`config.mk`:
```
export PLATFORM = sky130hd
export DESIGN_NAME = ws2812_multi_capture
export DESIGN_NICKNAME = d
export VERILOG_FILES = /design/src/rtl/ws2812_multi_capture.sv
export SDC_FILE = /design/constraint.sdc
export NUM_CORES = 1
export LEC_CHECK = 0
export ABC_AREA = 1
export BUFFER_PORTS_ARGS = -buffer_cell sky130_fd_sc_hd__buf_2
export CAP_MARGIN = 10
export CELL_PAD_IN_SITES_DETAIL_PLACEMENT = 2
export CELL_PAD_IN_SITES_GLOBAL_PLACEMENT = 2
export CORE_ASPECT_RATIO = 0.7
export CORE_MARGIN = 2
export CORE_UTILIZATION = 41
export DETAILED_ROUTE_END_ITERATION = 7
export PLACE_DENSITY_LB_ADDON = 0.1
export SETUP_SLACK_MARGIN = 0.05
export SLEW_MARGIN = 20
export SYNTH_ARGS = -nofsm -noshare
export SYNTH_HDL_FRONTEND = slang
export SYNTH_SLANG_ARGS = --single-unit
```
`constraint.sdc`:
```
create_clock -name clk -period 5.7 [get_ports clk]
set_clock_uncertainty 0.05 [all_clocks]
set_input_delay 0.285 -clock clk [delete_from_list [all_inputs] [get_ports clk]]
set_output_delay 0.285 -clock clk [all_outputs]
set_load 0.02 [all_outputs]
```
`src/rtl/ws2812_multi_capture.sv`:
```
// WS2812B multi-LED sniffer: captures the first NUM_LEDS*BYTES_PER_LED bytes of each frame and forwards the rest.
// `WS2812_PASSTHRU_EN enables forwarding of surplus bytes on dout; when it is undefined, dout is tied low.
module ws2812_multi_capture #(
  parameter int CLK_HZ           = 64000000,
  parameter int THRESHOLD_CYCLES = 38,
  parameter int IDLE_CYCLES      = 3840,
  parameter int NUM_LEDS         = 4,
  parameter int BYTES_PER_LED    = 3
) (
  input  logic       clk,
  input  logic       reset,
  input  logic       din,
  output logic       dout,
  input  logic [3:0] address,
  input  logic       data_write,
  input  logic [7:0] data_in,
  output logic [7:0] data_out,
  output logic       frame_ready
);

  localparam int CAP = NUM_LEDS * BYTES_PER_LED;
  localparam int LW  = $clog2(IDLE_CYCLES + 1);
  localparam logic [7:0]    THR       = 8'(THRESHOLD_CYCLES);
  localparam logic [LW-1:0] IDLE_LAST = LW'(IDLE_CYCLES - 1);
  localparam logic [3:0]    CAP_W     = 4'(CAP);
  localparam logic [3:0]    CAP_LAST  = 4'(CAP - 1);

  generate
    if (CAP < 1 || CAP > 14 || CLK_HZ <= 0) begin : g_cap_check
      $error("ws2812_multi_capture: NUM_LEDS*BYTES_PER_LED must be within 1..14");
    end
  endgenerate

  typedef enum logic [1:0] {WAIT_IDLE, CAPTURE, FORWARD} state_t;

  state_t          state, state_n;
  logic            din_d;
  logic [7:0]      high_cnt;
  logic [LW-1:0]   low_cnt;
  logic            idle_hold;
  logic [6:0]      shift_reg;
  logic [2:0]      bit_cnt;
  logic [3:0]      byte_idx;
  logic [7:0]      cap_buf [CAP];
  logic            ready, ovf, short_flag;
  logic [3:0]      last_count;

  logic rise, fall, bit_val, idle_pulse, byte_done, cap_done;
  logic clr_ready, clr_ovf, clr_short, set_short;

  assign rise       = din & ~din_d;
  assign fall       = ~din & din_d;
  assign bit_val    = high_cnt > THR;
  assign idle_pulse = ~din & ~idle_hold & (low_cnt == IDLE_LAST);
  assign byte_done  = (state == CAPTURE) & fall & (bit_cnt == 3'd7);
  assign cap_done   = byte_done & (byte_idx == CAP_LAST);
  assign set_short  = idle_pulse & (state == CAPTURE) & (byte_idx != 4'd0) & (byte_idx < CAP_W);
  assign clr_ready  = data_write & (address == 4'hF) & data_in[0];
  assign clr_ovf    = data_write & (address == 4'hF) & data_in[1];
  assign clr_short  = data_write & (address == 4'hF) & data_in[2];

  always_ff @(posedge clk) begin
    if (reset) state <= WAIT_IDLE;
    else       state <= state_n;
  end

  always_comb begin
    state_n = state;
    case (state)
      WAIT_IDLE: if (idle_pulse) state_n = CAPTURE;
      CAPTURE: begin
        if (idle_pulse)    state_n = CAPTURE;
        else if (cap_done) state_n = FORWARD;
      end
      FORWARD:   if (idle_pulse) state_n = CAPTURE;
      default:   state_n = WAIT_IDLE;
    endcase
  end

  always_ff @(posedge clk) begin
    if (reset) begin
      din_d      <= 1'b0;
      high_cnt   <= 8'd0;
      low_cnt    <= '0;
      idle_hold  <= 1'b0;
      shift_reg  <= 7'd0;
      bit_cnt    <= 3'd0;
      byte_idx   <= 4'd0;
      ready      <= 1'b0;
      ovf        <= 1'b0;
      short_flag <= 1'b0;
      last_count <= 4'd0;
      for (int i = 0; i < CAP; i++) cap_buf[i] <= 8'd0;
    end else begin
      din_d <= din;

      if (rise)                          high_cnt <= 8'd1;
      else if (din && high_cnt != 8'hFF) high_cnt <= high_cnt + 8'd1;

      // Idle fires once per low period; the hold clears only when din rises again.
      if (din) begin
        low_cnt   <= '0;
        idle_hold <= 1'b0;
      end else if (!idle_hold) begin
        if (idle_pulse) idle_hold <= 1'b1;
        else            low_cnt   <= low_cnt + 1'b1;
      end

      if (idle_pulse) begin
        bit_cnt    <= 3'd0;
        byte_idx   <= 4'd0;
        last_count <= byte_idx;
      end else if (state == CAPTURE && fall) begin
        shift_reg <= {shift_reg[5:0], bit_val};
        bit_cnt   <= bit_cnt + 3'd1;
        if (byte_done) begin
          cap_buf[byte_idx] <= {shift_reg, bit_val};
          byte_idx          <= byte_idx + 4'd1;
          if (cap_done) last_count <= CAP_W;
        end
      end

      ready      <= cap_done | (ready & ~clr_ready);
      ovf        <= (cap_done & ready) | (ovf & ~clr_ovf);
      short_flag <= set_short | (short_flag & ~clr_short);
    end
  end

  always_comb begin
    data_out = 8'h00;
    if (address < CAP_W)       data_out = cap_buf[address];
    else if (address == 4'hE)  data_out = {last_count, 1'b0, short_flag, ovf, ready};
  end

  assign frame_ready = ready;

`ifdef WS2812_PASSTHRU_EN
  assign dout = (state == FORWARD) & din_d;
`else
  assign dout = 1'b0;
`endif

endmodule

```
After elaboration in Yosys (flattened, before gate mapping)

Memories as Yosys holds them, arrays and structs flattened.
Cells that the tools add are included.

Bits in registers: 45
Bits in writable memories: 96
Output and inout port bits: 10
Input port bits: 16
Memories kept: 1

Add/sub/neg operators: 4
Bitwise operators: 28
Reduce and logical (&&, ||, !) cells: 18
Order comparisons: 3
Mux-type cells: 24
Eq/ne operators: 10

Memory list:

| name    | depth | width | read ports | clocked after memory_dff | wr ports | RTL line | source |
|---|---|---|---|---|---|---|---|
| cap_buf | 12    | 8     | 1          | 0                        | 12       | 44       | `logic [7:0] cap_buf [CAP];` |

Operators by type and width:

| cell                  | number |
|---|---|
| $mux 8                | 3 |
| $mux 4                | 5 |
| $and 1x1->1           | 18 |
| $add 12x1->12 const B | 1 |
| $eq 12x12->1 const B  | 1 |
| $eq 4x4->1 const B    | 3 |
| $mux 1                | 12 |
| $add 8x1->8 const B   | 1 |
| $gt 8x6->1 const B    | 1 |
| $lt 4x4->1 const B    | 2 |
| $ne 8x8->1 const B    | 1 |
| $reduce_and 2->1      | 4 |
| $reduce_bool 2->1     | 4 |
| $reduce_or 2->1       | 4 |
| $reduce_or 8->1       | 1 |
| $not 1->1             | 7 |
| $mux 2                | 3 |
| $add 4x1->4 const B   | 1 |
| $pmux 2 s2            | 1 |
| $reduce_bool 4->1     | 1 |
| $add 3x1->3 const B   | 1 |
| $eq 3x3->1 const B    | 1 |
| $ne 3x3->1 const B    | 1 |
| $or 1x1->1            | 3 |
| other kinds (6)       | 7 |

Longest topological paths before layout

Gate-level depths: netlist (run 1).

Depth after elaboration: 11
Gate-level depth with buffers: 10
Gate-level depth less buffers: 9

Worst setup path before layout (run 1)

No wires, ideal clock.

Path kind: register -> register
Start point: reg bit_cnt[0]
End point: mem cap_buf[4][0], enable pin
Path buffers: 1
Setup slack: 3485 ps
Data arrival time: 1781 ps
Required time: 5266 ps
Cell stages (with the launch flop): 8
Cell sequence: dfxtp_1 -> ha_1 -> ha_1 -> inv_1 -> nor2_4 -> buf_6 -> nand4_2 -> o21ai_0

RTL lines:

| what                     | RTL line | source |
|---|---|---|
| start: declaration       | 42       | `logic [2:0] bit_cnt;` |
| start signal: assignment | 115      | `bit_cnt <= bit_cnt + 3'd1;` |
| end: declaration         | 44       |  |

==> results of run 1 <==
==> worst max-delay path: stages, from the launching register on <==
cell	delay [ns]
dfxtp_1	0.36
ha_1	0.17
ha_1	0.16
inv_1	0.09
nor2_4	0.35
nand4_4	0.54
o21ai_1	0.85
==> routing by layer <==
layer | up-vias | GRT usage, %
li1 | 2670 | -
met2 | 117 | 47.1
met5 | - | 0
met1 | 2964 | 35.5
met4 | 0 | 7.33
met3 | 33 | 3.85
==> power breakdown <==
group	switching, mW	internal (mW)
Combinational	0.106	0.0326
Sequential	0.0142	1.13
Clock	0.469	0.689
Total	0.589	1.85
==> logic make-up after synthesis <==
logic type,synth area share (%)
other,0.0537
adders and majority gates,1.61
DFF,54.1
buffers and inverters,6.28
and+or+nand+nor,31.4
xor gates and xnor gates,1.13
AOI/OAI and AO/OA,5.42
==> Yosys cell counts (2+ instances only) <==
cell and instances:
buf_1 3, inv_2 3, inv_1 63, nor2_4 4
xnor2_1 2, o21ai_0 44, edfxtp_1 96, a21oi_1 29
nand2_2 6, nor2_2 3, nor2_1 154, nand3b_1 3
nand4_1 16, nor3_1 29, xor2_1 7, ha_1 9
buf_4 2, clkbuf_1 19, nand2_4 2, dfxtp_1 45
buf_2 9, buf_6 4, nand2_1 182, nand3_1 36
nand4_4 2, nor3_2 28
==> through the flow <==
stage                     power, mW  util, %  hold slack (ns)
after detailed placement       1.30     43.6            0.419
after global routing           2.51     47.2            0.149
after global placement         1.29     43.6            0.403
final                          2.44     47.2            0.138
after CTS                      2.45     47.2            0.122
after floorplan                1.24        -            0.352
==> area by class of cell <==
class                   instances  area, sq um
clock inverters                14          170
inverters                      67          251
repair buffers                 20          103
clock buffers                  18          429
flip-flops and latches        141         3780
well taps                     225          282
multi-input cells             563         2770
fillers                      1808         8700
==> path summary, 6_finish.rpt <==
path | slack (ns) | startpoint | endpoint
setup / recovery | 2.74 | bit_cnt[0] | cap_buf[1][4]
hold reg to reg | 0.44 | short_flag | short_flag
hold / removal | 0.14 | din | din_d
setup reg to reg | 2.74 | bit_cnt[0] | cap_buf[1][4]
==> flow_metrics.tcl, run 1 <==
set metrics [dict create \
    crit_path_max_fanout 27 \
    hold_buffers 0 \
    grt_pass1_wl_um 36500 \
    ys_ff_latch 141 \
    finalSetupViolCount 0 \
    cp.required_ns 5.71 \
    syn_area_sq_um 6990 \
    clk_latency_ns 0.43 \
    final_common_cell "nand2_1" \
    placed_area_sq_um 7190 \
    min_delay_path_depth 3 \
    cts_max_level 4 \
    period_needed_ns 2.96 \
    clk_pin_slew_ns 0.06 \
    top_register "cap_buf" \
    yosys_warnings 0 \
    drv_cap 0 \
    placedCellCount 1016 \
    top_regs "cap_buf (96), low_cnt (12), high_cnt (8)" \
    drt-initial-drc-count 414 \
    wire_per_inst_um 22.4 \
    ctsResizeCount 0 \
    m1WireLength_um 10700 \
    ir_worst_vdd_uv 201 \
    synth_area_leaders "edfxtp_1, dfxtp_1, nand2_1, nor2_1, nor3_2" \
    cts_setup_buffers 0 \
    final_max_slew_viol_count 0 \
    min_path_type "in -> reg" \
    cts-root-buf "clkbuf_16" \
    numCtsBuffers 17 \
    fin_crit_sh_pct 51.9 \
    dr_total_vias 5784 \
    top_layer "met4" \
    antenna_found_initial 0 \
    syn_area_per_cell_sq_um 8.65 \
    r2r_cells 6 \
    gr-total-overflow 0 \
    synth_cell_types 34 \
    ioPinCount 26 \
    diodes 0 \
    max_freq_mhz 338 \
    tightest_slew_ns 0.993 \
    yosysTopAreaCell "edfxtp_1" \
    avgViaCountPerCell 5.52 \
    nets 835 \
    route.met2.wl_um 11500 \
    detail-route-antenna-nets 0 \
    hpwl_um 15500 \
    grt_pass1_vias 6371 \
    p_leak_nw 2.75 \
    largest_register_ffs 96 \
    grtUsageTotal_pct 27.0 \
    final_area_sq_um 7790 \
    layout_setup_ws_ns 2.74 \
    cp-start-kind "flip-flop" \
    arrival_ns 2.97 \
    die-area_sq_um 18100 \
    endpoint_kind "flip-flop" \
    area_growth_pct 11.5 \
    cts.sinks 141 \
    start_util_pct 42.4 \
    pre_cts_ws_ns 2.50 \
    ys_seq_area_share_pct 54.1 \
    met3_length_um 788 \
    first_pass_iters 4 \
    status "completed" \
    setup_tns_ns 0 \
    final_cell_mix "nand2_1, nor2_1, edfxtp_1" \
    wirelength_um 23400 \
    core.rowCount 39 \
    p_per_area_nw_per_um2 313 \
    crit_type "reg -> reg" \
    die_w_um 160 \
    grt_max_degree 35 \
    maxSlewHeadroom_pct 33.3 \
    portBuffers 19 \
    synthArstFlopShare_pct 0 \
    drive_gt1_share_pct 12.2 \
    remaining_drc_errors 0 \
    synthFlopType "edfxtp_1" \
    coreArea_sq_um 16500 \
    stdcell_count 1048 \
    fp.dieH_um 113 \
    synth_top_area_share_pct 41.2 \
    clk_path_buf_depth 2 \
    rsz0062_at_grt "no" \
    synth_edf_count 96 \
    cts_tree "done" \
    place_congestion 0.800 \
    synth_fp_nets 833 \
    hold_viol 0 \
    netlist_instances 808 \
]
(Power assumes the default switching activity.)
==> inputs of run 2 (changes only) <==
ABC_AREA = 0   (was 1)
CORE_UTILIZATION = 38   (was 41)
clock period = 2.55 ns   (was 5.7 ns; I/O delays follow)
==> run 2 against run 1 <==
  * Total power is 130% higher
  * Critical path depth did not move
  * Utilization shrank 2.0 points
  * Register-to-register slack got worse by 2.6 ns
  * Final area decreased by 0.63%
  * First-iteration DRC count is 16% lower
  * Critical path type unchanged
==> flow_metrics.tcl, run 2 <==
set metrics [dict create \
    status "completed" \
    final_max_slew_viol_count 0 \
    grt_pass1_vias 5116 \
    remaining_drc_errors 0 \
    cts_tree "done" \
    synth_fp_nets 593 \
    nets 639 \
    grtUsageTotal_pct 23.4 \
    die-area_sq_um 18500 \
    area_growth_pct 16.8 \
    synth_area_leaders "edfxtp_1, dfxtp_1, mux4_2, nor2_1, nand2_1" \
    endpoint_kind "flip-flop" \
    final_common_cell "nor2_1" \
    synth_top_area_share_pct 43.5 \
    r2r_cells 6 \
    start_util_pct 38.7 \
    crit_path_max_fanout 10 \
    drv_cap 0 \
    cts_max_level 4 \
    rr_endpoint "cap_buf[0][0]" \
    stdcell_count 858 \
    fill_cells 1768 \
    cts.sinks 141 \
    ir_worst_vdd_uv 456 \
    cts-root-buf "clkbuf_16" \
    slowest_delay_ns 0.57 \
    tightest_slew_ns 0.691 \
    core.rowCount 40 \
    first_pass_iters 4 \
    min_path_type "in -> reg" \
    wire_per_inst_um 23.5 \
    hpwl_um 13700 \
    clk_pin_slew_ns 0.07 \
    grt_max_degree 46 \
    syn_area_sq_um 6630 \
    cp.required_ns 2.67 \
    netlist_instances 568 \
    yosysTopAreaCell "edfxtp_1" \
    top_register "cap_buf" \
    r2r_slack_ns 0.15 \
    synth_cell_types 56 \
    min_delay_path_depth 4 \
    max_freq_mhz 417 \
    gr-total-overflow 0 \
    drt-initial-drc-count 348 \
    min_to "frame_ready" \
    numCtsBuffers 17 \
    largest_register_ffs 96 \
    fp.dieH_um 115 \
    maxSlewHeadroom_pct 53.7 \
    synthFlopType "edfxtp_1" \
    p_leak_nw 2.54 \
    rr_startpoint "low_cnt[8]" \
    crit_chain "or4b_4 > or2_0 > buf_4 > o211ai_4 > buf_4 > nor2_1" \
    clk_path_buf_depth 2 \
    arrival_ns 2.52 \
    top_regs "cap_buf (96), low_cnt (12), high_cnt (8)" \
    power_mw 5.51 \
    setup_tns_ns 0 \
    avgViaCountPerCell 5.40 \
    cp-start-kind "flip-flop" \
    finalSetupViolCount 0 \
    rsz0062_at_grt "no" \
    crit_type "reg -> reg" \
    synthArstFlopShare_pct 0 \
    portBuffers 19 \
    yosysMostFrequentCell "nor2_1" \
    dr_total_vias 4636 \
    grt_pass1_wl_um 31300 \
    yosys_warnings 0 \
    detail-route-antenna-nets 0 \
    p_per_area_nw_per_um2 712 \
    final_cell_mix "nor2_1, edfxtp_1, dfxtp_1" \
    place_congestion 0.766 \
    period_needed_ns 2.40 \
    synthTopCellsByCount "nor2_1, edfxtp_1, dfxtp_1" \
    cts_setup_buffers 0 \
    crit_top_cell "buf_4" \
    antenna_found_initial 2 \
    placedCellCount 825 \
    holdCritStartpoint "data_in[0]" \
    diodes 0 \
    clk_latency_ns 0.43 \
    drive_gt1_share_pct 20.4 \
    ioPinCount 26 \
    wirelength_um 20100 \
    fin_crit_sh_pct 94.1 \
    ys_ff_latch 141 \
    syn_area_per_cell_sq_um 11.7 \
    synth_edf_count 96 \
    slowest_stage "or4b_4" \
    hold_viol 0 \
    ys_seq_area_share_pct 57.1 \
    coreArea_sq_um 17100 \
    die_w_um 162 \
]
run 2: changes by cell type after synthesis, moves of 22 or more:
| cell | change |
|---|---|
| o21ai_0 | -33 |
| nor3_2 | -27 |
| nand3_1 | -23 |
| inv_1 | -46 |
| nor2_1 | -44 |
| nand2_1 | -138 |
| mux4_2 | +22 |
run 2: timing repair:
action,in CTS,in global routing
hold buffers,1,0
endpoints found under the hold margin,1,0
setup endpoints to repair,0,8
gates resized for setup,0,0
run 2: worst max-delay path by stage:
stage	start	endpoint	slack, ns	cells past startpoint
after floorplan	bit_cnt[0]	cap_buf[1][0]	0.12	6
after global placement	low_cnt[8]	cap_buf[8][4]	0.19	6
after detailed placement	low_cnt[8]	cap_buf[8][0]	0.18	6
after CTS	low_cnt[8]	cap_buf[0][0]	0.12	6
after global routing	low_cnt[8]	cap_buf[8][0]	0.06	6
final	low_cnt[8]	cap_buf[0][0]	0.15	6
run 2: area by class of cell:
class / count / area, sq um / share of cell area [%]
flip-flops and latches: 141 / 3780 / 48.9
multi-input cells: 376 / 2570 / 33.2
clock buffers: 18 / 429 / 5.54
repair buffers: 61 / 413 / 5.33
well taps: 231 / 289 / 3.73
clock inverters: 14 / 194 / 2.51
inverters: 17 / 63.8 / 0.824
run 2: worst max-delay path: cells and delay by family (launching register included):
family | cells | cell delay [ns]
AO/OA/AOI/OAI | 1 | 0.39
AND/OR/NAND/NOR | 3 | 0.86
buffers and inverters | 2 | 0.48
flip-flops | 1 | 0.36
run 2: cells by family after synthesis:
family	synth area share, %
and+or+nand+nor	16.7
DFF	57.1
AOI/OAI and AO/OA	9.00
buffers and inverters	4.19
muxes	10.2
adders and majority gates	1.70
xor gates and xnor gates	1.06
other	0.0566
run 2: through the flow:
step / util, % / instance area [sq um] / hold slack [ns] / worst slack, ns
2_1_floorplan: - / 6630 / 0.327 / 0.124
3_3_place_gp: 41.5 / 7110 / 0.416 / 0.190
3_5_place_dp: 41.5 / 7110 / 0.433 / 0.179
4_1_cts: 45.2 / 7740 / 0.00986 / 0.124
5_1_grt: 45.2 / 7740 / 0.0511 / 0.0600
6_report: 45.2 / 7740 / 0.0243 / 0.150
run 2: power by group:
| part | internal [mW] | switching [mW] | leakage [nW] |
|---|---|---|---|
| combinational | 0.132 | 0.186 | 0.977 |
| clock | 1.64 | 1.01 | 0.290 |
| sequential | 2.52 | 0.0327 | 1.27 |
| total | 4.29 | 1.23 | 2.54 |
run 2: metal layers:
metal  vias up  global-route usage (%)  part of all wire, %
met5         -                       0                    0
met4         0                    6.02                 0.62
met3         6                    5.32                  4.8
met2        97                    38.1                   48
met1      2380                    31.9                   47
li1       2153                       -                    -
